## src/rtl/alu_multicycle.sv

```systemverilog
// EX-stage ALU: single-cycle logic/arith/shift ops plus iterative MULT/MULTU/DIV/DIVU
// that write HI/LO, issued over a valid/ready handshake.
module alu_multicycle #(
   parameter int WIDTH         = 32,
   parameter bit ENABLE_MULDIV = 1'b1
) (
   input  logic             clk,
   input  logic             rst_n,
   input  logic             in_valid,
   output logic             in_ready,
   input  logic [3:0]       alu_con,
   input  logic [WIDTH-1:0] a,
   input  logic [WIDTH-1:0] b,
   output logic             out_valid,
   output logic [WIDTH-1:0] result,
   output logic [WIDTH-1:0] hi,
   output logic [WIDTH-1:0] lo,
   output logic             zero,
   output logic             overflow,
   output logic             div_by_zero
);
   localparam int SHW = $clog2(WIDTH);

   typedef enum logic [1:0] {S_IDLE, S_MUL, S_DIV, S_FIX} state_t;

   state_t             r_state;
   logic [SHW-1:0]     r_count;
   logic [2*WIDTH-1:0] r_acc;
   logic [WIDTH-1:0]   r_opA, r_opB;
   logic               r_isDiv, r_negLo, r_negHi, r_dbzPend;
   logic [WIDTH-1:0]   r_result, r_hi, r_lo;
   logic               r_outValid, r_zero, r_overflow, r_divByZero;

   logic               w_accept, w_isMulDiv, w_negA, w_negB, w_scOvf;
   logic [WIDTH-1:0]   w_absA, w_absB, w_sum, w_diff, w_scRes;
   logic [WIDTH:0]     w_mulSum, w_remShift, w_remSub;
   logic [2*WIDTH-1:0] w_mulNext, w_divNext, w_prod;
   logic [WIDTH-1:0]   w_quo, w_rem, w_fixHi, w_fixLo;

   assign w_accept   = in_valid && (r_state == S_IDLE);
   assign w_isMulDiv = ENABLE_MULDIV && (alu_con[3:2] == 2'b11);
   assign w_negA     = ~alu_con[0] & a[WIDTH-1];
   assign w_negB     = ~alu_con[0] & b[WIDTH-1];
   assign w_absA     = w_negA ? -a : a;
   assign w_absB     = w_negB ? -b : b;
   assign w_sum      = a + b;
   assign w_diff     = a - b;

   // Single-cycle datapath; unlisted opcodes (0101, and 11xx without mul/div) behave as ADD.
   always_comb begin
      w_scRes = w_sum;
      w_scOvf = (a[WIDTH-1] == b[WIDTH-1]) && (w_sum[WIDTH-1] != a[WIDTH-1]);
      case (alu_con)
         4'b0110: begin
            w_scRes = w_diff;
            w_scOvf = (a[WIDTH-1] != b[WIDTH-1]) && (w_diff[WIDTH-1] != a[WIDTH-1]);
         end
         4'b0000: begin w_scRes = a & b;    w_scOvf = 1'b0; end
         4'b0001: begin w_scRes = a | b;    w_scOvf = 1'b0; end
         4'b0011: begin w_scRes = ~(a | b); w_scOvf = 1'b0; end
         4'b0100: begin w_scRes = a ^ b;    w_scOvf = 1'b0; end
         4'b0111: begin
            w_scRes = {{(WIDTH-1){1'b0}}, ($signed(a) < $signed(b))};
            w_scOvf = 1'b0;
         end
         4'b1000: begin w_scRes = {{(WIDTH-1){1'b0}}, (a < b)}; w_scOvf = 1'b0; end
         4'b1001: begin w_scRes = a << b[SHW-1:0]; w_scOvf = 1'b0; end
         4'b1010: begin w_scRes = a >> b[SHW-1:0]; w_scOvf = 1'b0; end
         4'b1011: begin w_scRes = $signed(a) >>> b[SHW-1:0]; w_scOvf = 1'b0; end
         default: ;
      endcase
   end

   // r_acc holds {partial product, multiplier} for MUL and {remainder, dividend/quotient} for DIV.
   assign w_mulSum   = {1'b0, r_acc[2*WIDTH-1:WIDTH]} + (r_acc[0] ? {1'b0, r_opB} : '0);
   assign w_mulNext  = {w_mulSum, r_acc[WIDTH-1:1]};
   assign w_remShift = {r_acc[2*WIDTH-1:WIDTH], r_acc[WIDTH-1]};
   assign w_remSub   = w_remShift - {1'b0, r_opB};
   assign w_divNext  = w_remSub[WIDTH] ? {w_remShift[WIDTH-1:0], r_acc[WIDTH-2:0], 1'b0}
                                       : {w_remSub[WIDTH-1:0], r_acc[WIDTH-2:0], 1'b1};

   assign w_prod  = r_negLo ? -r_acc : r_acc;
   assign w_quo   = r_negLo ? -r_acc[WIDTH-1:0] : r_acc[WIDTH-1:0];
   assign w_rem   = r_negHi ? -r_acc[2*WIDTH-1:WIDTH] : r_acc[2*WIDTH-1:WIDTH];
   assign w_fixHi = !r_isDiv ? w_prod[2*WIDTH-1:WIDTH] : (r_dbzPend ? r_opA : w_rem);
   assign w_fixLo = !r_isDiv ? w_prod[WIDTH-1:0] : (r_dbzPend ? '1 : w_quo);

   always_ff @(posedge clk or negedge rst_n) begin
      if (!rst_n) begin
         r_state     <= S_IDLE;
         r_count     <= '0;
         r_acc       <= '0;
         r_opA       <= '0;
         r_opB       <= '0;
         r_isDiv     <= 1'b0;
         r_negLo     <= 1'b0;
         r_negHi     <= 1'b0;
         r_dbzPend   <= 1'b0;
         r_result    <= '0;
         r_hi        <= '0;
         r_lo        <= '0;
         r_outValid  <= 1'b0;
         r_zero      <= 1'b1;
         r_overflow  <= 1'b0;
         r_divByZero <= 1'b0;
      end else begin
         r_outValid <= 1'b0;
         case (r_state)
            S_IDLE: begin
               if (w_accept && w_isMulDiv) begin
                  r_count   <= '0;
                  r_opA     <= a;
                  r_isDiv   <= alu_con[1];
                  r_negLo   <= w_negA ^ w_negB;
                  r_negHi   <= w_negA;
                  r_dbzPend <= 1'b0;
                  if (alu_con[1]) begin
                     r_acc <= {{WIDTH{1'b0}}, w_absA};
                     r_opB <= w_absB;
                     if (b == '0) begin
                        r_dbzPend <= 1'b1;
                        r_state   <= S_FIX;
                     end else begin
                        r_state <= S_DIV;
                     end
                  end else begin
                     r_acc   <= {{WIDTH{1'b0}}, w_absB};
                     r_opB   <= w_absA;
                     r_state <= S_MUL;
                  end
               end else if (w_accept) begin
                  r_result    <= w_scRes;
                  r_zero      <= (w_scRes == '0);
                  r_overflow  <= w_scOvf;
                  r_divByZero <= 1'b0;
                  r_outValid  <= 1'b1;
               end
            end
            S_MUL, S_DIV: begin
               r_acc   <= (r_state == S_MUL) ? w_mulNext : w_divNext;
               r_count <= r_count + SHW'(1);
               if (r_count == SHW'(WIDTH-1)) r_state <= S_FIX;
            end
            S_FIX: begin
               r_hi        <= w_fixHi;
               r_lo        <= w_fixLo;
               r_result    <= w_fixLo;
               r_zero      <= (w_fixLo == '0);
               r_overflow  <= 1'b0;
               r_divByZero <= r_dbzPend;
               r_outValid  <= 1'b1;
               r_state     <= S_IDLE;
            end
            default: r_state <= S_IDLE;
         endcase
      end
   end

   assign in_ready    = (r_state == S_IDLE);
   assign out_valid   = r_outValid;
   assign result      = r_result;
   assign hi          = r_hi;
   assign lo          = r_lo;
   assign zero        = r_zero;
   assign overflow    = r_overflow;
   assign div_by_zero = r_divByZero;
endmodule

```

## config.mk

```make
export PLATFORM = sky130hd
export DESIGN_NAME = alu_multicycle
export DESIGN_NICKNAME = d
export VERILOG_FILES = /design/src/rtl/alu_multicycle.sv
export SDC_FILE = /design/constraint.sdc
export NUM_CORES = 1
export LEC_CHECK = 0
export ABC_AREA = 1
export ABC_CLOCK_PERIOD_IN_PS = 3910
export CAP_MARGIN = 20
export CORE_UTILIZATION = 35
export CTS_CLUSTER_DIAMETER = 40
export DETAILED_ROUTE_END_ITERATION = 16
export RECOVER_POWER = 100
export SYNTH_ARGS = -nofsm -noshare
export SYNTH_HDL_FRONTEND = slang
export SYNTH_SLANG_ARGS = --single-unit
```

## constraint.sdc

```tcl
create_clock -name clk -period 3.91 [get_ports clk]
set_clock_uncertainty 0.2 [all_clocks]
set_input_delay 0.391 -clock clk [delete_from_list [all_inputs] [get_ports clk]]
set_output_delay 0.391 -clock clk [all_outputs]
set_load 0.1 [all_outputs]
```

After elaboration in Yosys (flattened, before gate mapping)
Index checks and enable logic that the tools add are counted.
Word-level totals
  register bits: 239
  bits of input ports: 71
  output and inout port bits: 101
  logic and storage cells: 120
Operators by class
  add/sub/neg operators: 10
  order comparisons: 2
  equal/unequal tests: 22
  shift operators: 3
  multiplexer cells: 42
  bitwise logic cells: 8
  reduce and logical (&&, ||, !) cells: 17
Operators by type and width (number)
  32-bit two-way mux: 13
  32-bit case mux with 10 select lines: 1
  64-bit two-way mux: 4
  32-bit negation: 4
  64-bit case mux with 2 select lines: 1
  32-bit zero test: 3
  32-bit less-than comparator: 2
  64-bit negation: 1
  32-bit case mux with 2 select lines: 1
  32-bit by 32-bit adder with 33-bit output: 1
  33-bit by 32-bit subtractor with 33-bit output: 1
  32-bit adder: 1
  32-bit bitwise AND: 1
  32-bit NOT: 1
  32-bit OR: 1
  32-bit by 5-bit left shift with 32-bit output: 1
  32-bit by 5-bit right shift with 32-bit output: 1
  32-bit by 5-bit >>> shifter with 32-bit output: 1
  32-bit subtractor: 1
  32-bit bitwise XOR: 1
  4-bit equality test (second input constant): 4
  4-bit by 3-bit equality test with 1-bit output (second input constant): 3
  1-bit two-way mux: 11
  1-bit case mux with 2 select lines: 5
  25 further kinds: 40

Logic depth before layout (Yosys ltp)
  depth after elaboration: 7
  gate-level depth with buffers: 25
  gate-level depth less buffers: 22

Worst setup path after synthesis
Ideal clock, no wire load.
  path type: input to register
  start: in b[4]
  end: reg r_zero, in the netlist zero
  setup time: 73 ps
  data arrival time: 2979 ps
  slack: 658 ps
  stages on the path: 21
  path buffers: 4
  path through: buf_2 > inv_1 > clkbuf_1 > buf_1 > ha_1 > buf_2 > nor2_1 > nand3_1 > nand3_1 > nand2_1 > nand3_1 > nand2_1 > nand3_1 > nand3_1 > nor2_1 > nand2_1 > nor2_1 > nand3_1 > nor2_1 > nand2_1 > a21oi_1
Between the ends
  word-level cells in the longest chain between the ends: 7
  elaborated cells on any way between the ends: 16
  classes of those cells: add/sub: 2; order compare: 2; shift: 3; mux: 4; bitwise: 4; reduce/logical: 1
RTL lines
  start: declaration: line 13  | input logic [WIDTH-1:0] b,
  branches (longest 2 deep; another with 32-bit adder)
  32-bit case mux with 10 select lines (*): line 53  | case (alu_con)
  32-bit zero test (*): line 133  | r_zero <= (w_scRes == '0);
  1-bit two-way mux (*): line 131  | end else if (w_accept) begin
  1-bit two-way mux (*): line 110  | if (w_accept && w_isMulDiv) begin
  1-bit case mux with 2 select lines (*): line 108  | case (r_state)
  end signal: assignment: line 133
  end signal: assignment: line 148  | r_zero <= (w_fixLo == '0);
  end: declaration: line 32  | logic r_outValid, r_zero, r_overflow, r_divByZero;
Every way passes the cells marked *. The select of a mux whose other input is x is not followed.
A chain may end at the register's enable or synchronous reset.

Worst setup path in the final report
  start: in alu_con[0]
  end: reg r_zero, in the netlist zero
Between the ends
  word-level cells in the longest chain between the ends: 6
  elaborated cells on any way between the ends: 15
  classes of those cells: eq/ne: 9; mux: 4; reduce/logical: 2
RTL lines
  start: declaration: line 11  | input logic [3:0] alu_con,
  4-bit equality test (tied with other cells): line 53
  32-bit case mux with 10 select lines (*): line 53
  32-bit zero test (*): line 133
  1-bit two-way mux (*): line 131
  1-bit two-way mux (*): line 110
  1-bit case mux with 2 select lines (*): line 108
Mark *: on every way between the ends. The rest lies on a longest branch, timed or not. The select of a mux whose other input is x is not followed.

==> reports/results.ini <==
[timing]
min_period_over_period_pct=101
postLayoutSetupSlackWorst_ns=-0.0248
final_max_slew_viol_count=86
grt_setup_unrepaired=no
worst_slew_pin_slew_ns=1.95
hold_violations=0
period_minus_slack_ns=3.93
slew_headroom_pct=-30.2
final.setup.tns_ns=-0.0248
max_freq_ghz=0.254
final-setup-viol-count=1

[finish]
drive_above_1_share_pct=12.0
final_util_pct=44.5
final_cells=6693
finalInstanceArea_um2=37200
fin_nets=5821
syn2layout_area_growth_pct=25.9

[run]
maxCapViolations=2

[floorplanning]
ios=172
die_height_um=293
die_x_um=293
rows=106
core_um2=83600
initial_utilization_pct=35.4
die_area_um2=85600

[drt]
final_antenna_net_count=0
via_per_inst=5.66
drc=0
wl_per_cell_um=25.5
dr.pass1.iters=9
routed_wl_um=171000
vias=37900
drt_iter0_drc=4544

[clocking]
post_cts_buffers=0
clock_sinks=239
clk-insertion-delay-late_ns=0.59
clk_path_buf_depth=3
numCtsBuffers=42
cts_max_level=2
root_buffer=clkbuf_16
clk_pin_slew_ns=0.06
cts_tree=done

[worst_setup_path]
cp_slowest_cell=nor2_1
critPathKind=primary input to register
slowest_delay_ns=1.47
cpMostUsedCell=nor2_1
startpoint_type=primary input
cp.buffers_inverters=3
path_cells=clkdlybuf4s50_1 -> nand2_1 -> nor2_1 -> clkbuf_4 -> nand2_1 -> o21ai_0 -> nor2_1 -> nand2_1 -> nor2_1 -> buf_4 -> nand3_1 -> nor2_1 -> nand2_1 -> nor2_1 -> nand3_1 -> nor2_1 -> nand2_1 -> a21oi_1
cp.required_ns=4.22
critPathArrivalTime_ns=4.24
critPathTopFamily=simple AND/OR/NAND/NOR gates
cp_max_fo=18
setup.worst_path.end_class=register

[status]
status=complete, but fails checks
violations=capacitance limit, slew limit, setup timing

[logic_synthesis]
synth_ff_type=dfrtp_1
synth_area_um2=29500
ys_warn_count=0
synth_cell_types=58
synth_seq_cells=239
async_flop_share_pct=100
syn_area_per_cell_um2=5.85
ys_seq_area_share_pct=20.3
syn_nets=5297
synth_edf_count=0
synthCells=5052

[grt]
grt_pass1_vias=35500
grt_use_total_pct=39.1
grt_max_degree=84
grt_overflow=0
antenna_found_initial=6
grt_pass1_wl_um=245000

[place]
post-place-ws_ns=-0.127
io_buffers=171
gp_congestion=1.11
place_area_um2=35800
post-place-cells=6611
dpl.hpwl_um=143000

[worst_hold_path]
hp-class=primary input to register

[pwr]
ir_drop_uv=726
powerDensity_nw_per_um2=848
leakage_uw=0.0189

==> cells in the final DEF (no fill, tap or decap), types with 11 or more instances in the layout <==
master           netlist  final
inv_2                 21     18
clkdlybuf4s50_1        0     66
clkbuf_2               3     11
dlygate4sd3_1          0    102
o221ai_1              61     61
o22ai_1               16     16
a31oi_1               70     70
ha_1                 170    168
buf_12                 0     15
nand3_1              574    575
xnor2_1               13     13
nor3_1                69     70
nand2_1             1478   1479
nor4_1                14     14
a21oi_1              263    263
o211ai_1              60     60
a22oi_1               15     15
a21o_1                15     15
nor2_1               526    531
o21ai_1               17     13
nand4_1               72     72
clkbuf_16              0     42
or2_2                 19     19
nand2_2               12     11
xor2_1                98     98
buf_4                 15    479
o21bai_1              25     25
inv_1                557    559
dfrtp_1              238    237
clkbuf_4               0     13
o21ai_0              317    321
clkbuf_1             131     24
==> metrics by stage <==
stage	total power, uW	hold slack [ns]
2_1_floorplan	19400	-0.105
3_3_place_gp	27300	0.183
3_5_place_dp	27400	0.188
4_1_cts	31400	0.179
5_1_grt	33400	0.292
6_report	31500	0.272
==> routing by layer <==
metal | GRT usage (%) | routed length (um) | vias up
li1 | - | - | 17700
met1 | 49.1 | 67600 | 17500
met2 | 60.6 | 73000 | 2121
met3 | 6.59 | 15200 | 493
met4 | 28.4 | 14900 | 8
met5 | 0 | 57 | -
==> cells in the mapped netlist, types with 60 or more instances <==
cell	instances	area, um^2
nand2_1	1478	5550
nand3_1	574	2870
inv_1	557	2090
nor2_1	526	1970
o21ai_0	317	1590
a21oi_1	263	1320
dfrtp_1	238	5960
ha_1	170	2130
clkbuf_1	131	492
xor2_1	98	858
nand4_1	72	450
a31oi_1	70	438
nor3_1	69	345
o221ai_1	61	534
o211ai_1	60	450
==> state kept, by name, indices dropped and copies added (netlist names) <==
| signal | cells |
|---|---|
| r_acc | 64 |
| hi | 32 |
| lo | 32 |
| r_opA | 32 |
| r_opB | 32 |
| result | 32 |
| r_count | 5 |
| r_state | 2 |
| div_by_zero | 1 |
| out_valid | 1 |
| overflow | 1 |
| r_dbzPend | 1 |
| r_isDiv | 1 |
| r_negHi | 1 |
| r_negLo | 1 |
| zero | 1 |
==> where the power goes <==
group	switching (uW)	leakage [uW]	internal (uW)
clock	1460	0.000730	2510
combinational	16100	0.0153	6350
sequential	1380	0.00287	3780
total	18900	0.0189	12600
==> cells by family after synthesis <==
family,Yosys count,share of synthesized area (%)
buf+inv,815,10.9
xor+xnor,111,3.29
fa+ha+maj,174,7.47
simple gates,2816,40.3
compound gates,897,17.7
flops,239,20.3
==> worst paths after layout <==
| path | from | end | slack (ns) | depth (start not counted) |
|---|---|---|---|---|
| worst max-delay path | alu_con[0] | zero | -0.02 | 18 |
| worst min-delay path | in_valid | out_valid | 0.27 | 3 |
| worst max register to register | r_acc[0] | r_acc[54] | 0.20 | 16 |
| worst min register to register | lo[1] | lo[1] | 0.27 | 2 |
| max in group asynchronous | rst_n | r_acc[24] | 0.72 | 3 |
| min in group asynchronous | rst_n | r_acc[61] | 0.63 | 2 |
==> worst register-to-register path, delay by kind of cell (launching register included) <==
family	cells	cell delay, ns
AOI/OAI and AO/OA	4	0.89
adders and majority gates	1	0.27
DFF	1	0.72
xor gates and xnor gates	1	0.20
and+or+nand+nor	7	0.73
buffers and inverters	3	0.55
==> what timing repair did <==
action | 4_1_cts | 5_1_grt
hold buffers | 1 | 0
resized for setup | 0 | 0
endpoints found under the hold margin | 64 | 0
==> final cells by class <==
class,count,area [um^2]
antenna,3,7.51
clock buffer,47,1090
clock inverter,31,420
fill,9144,46400
inverter,586,2210
multi-input combinational,3998,20300
sequential,239,5980
tap,1080,1350
timing repair buffer,709,5820
(Power assumes the default switching activity.)
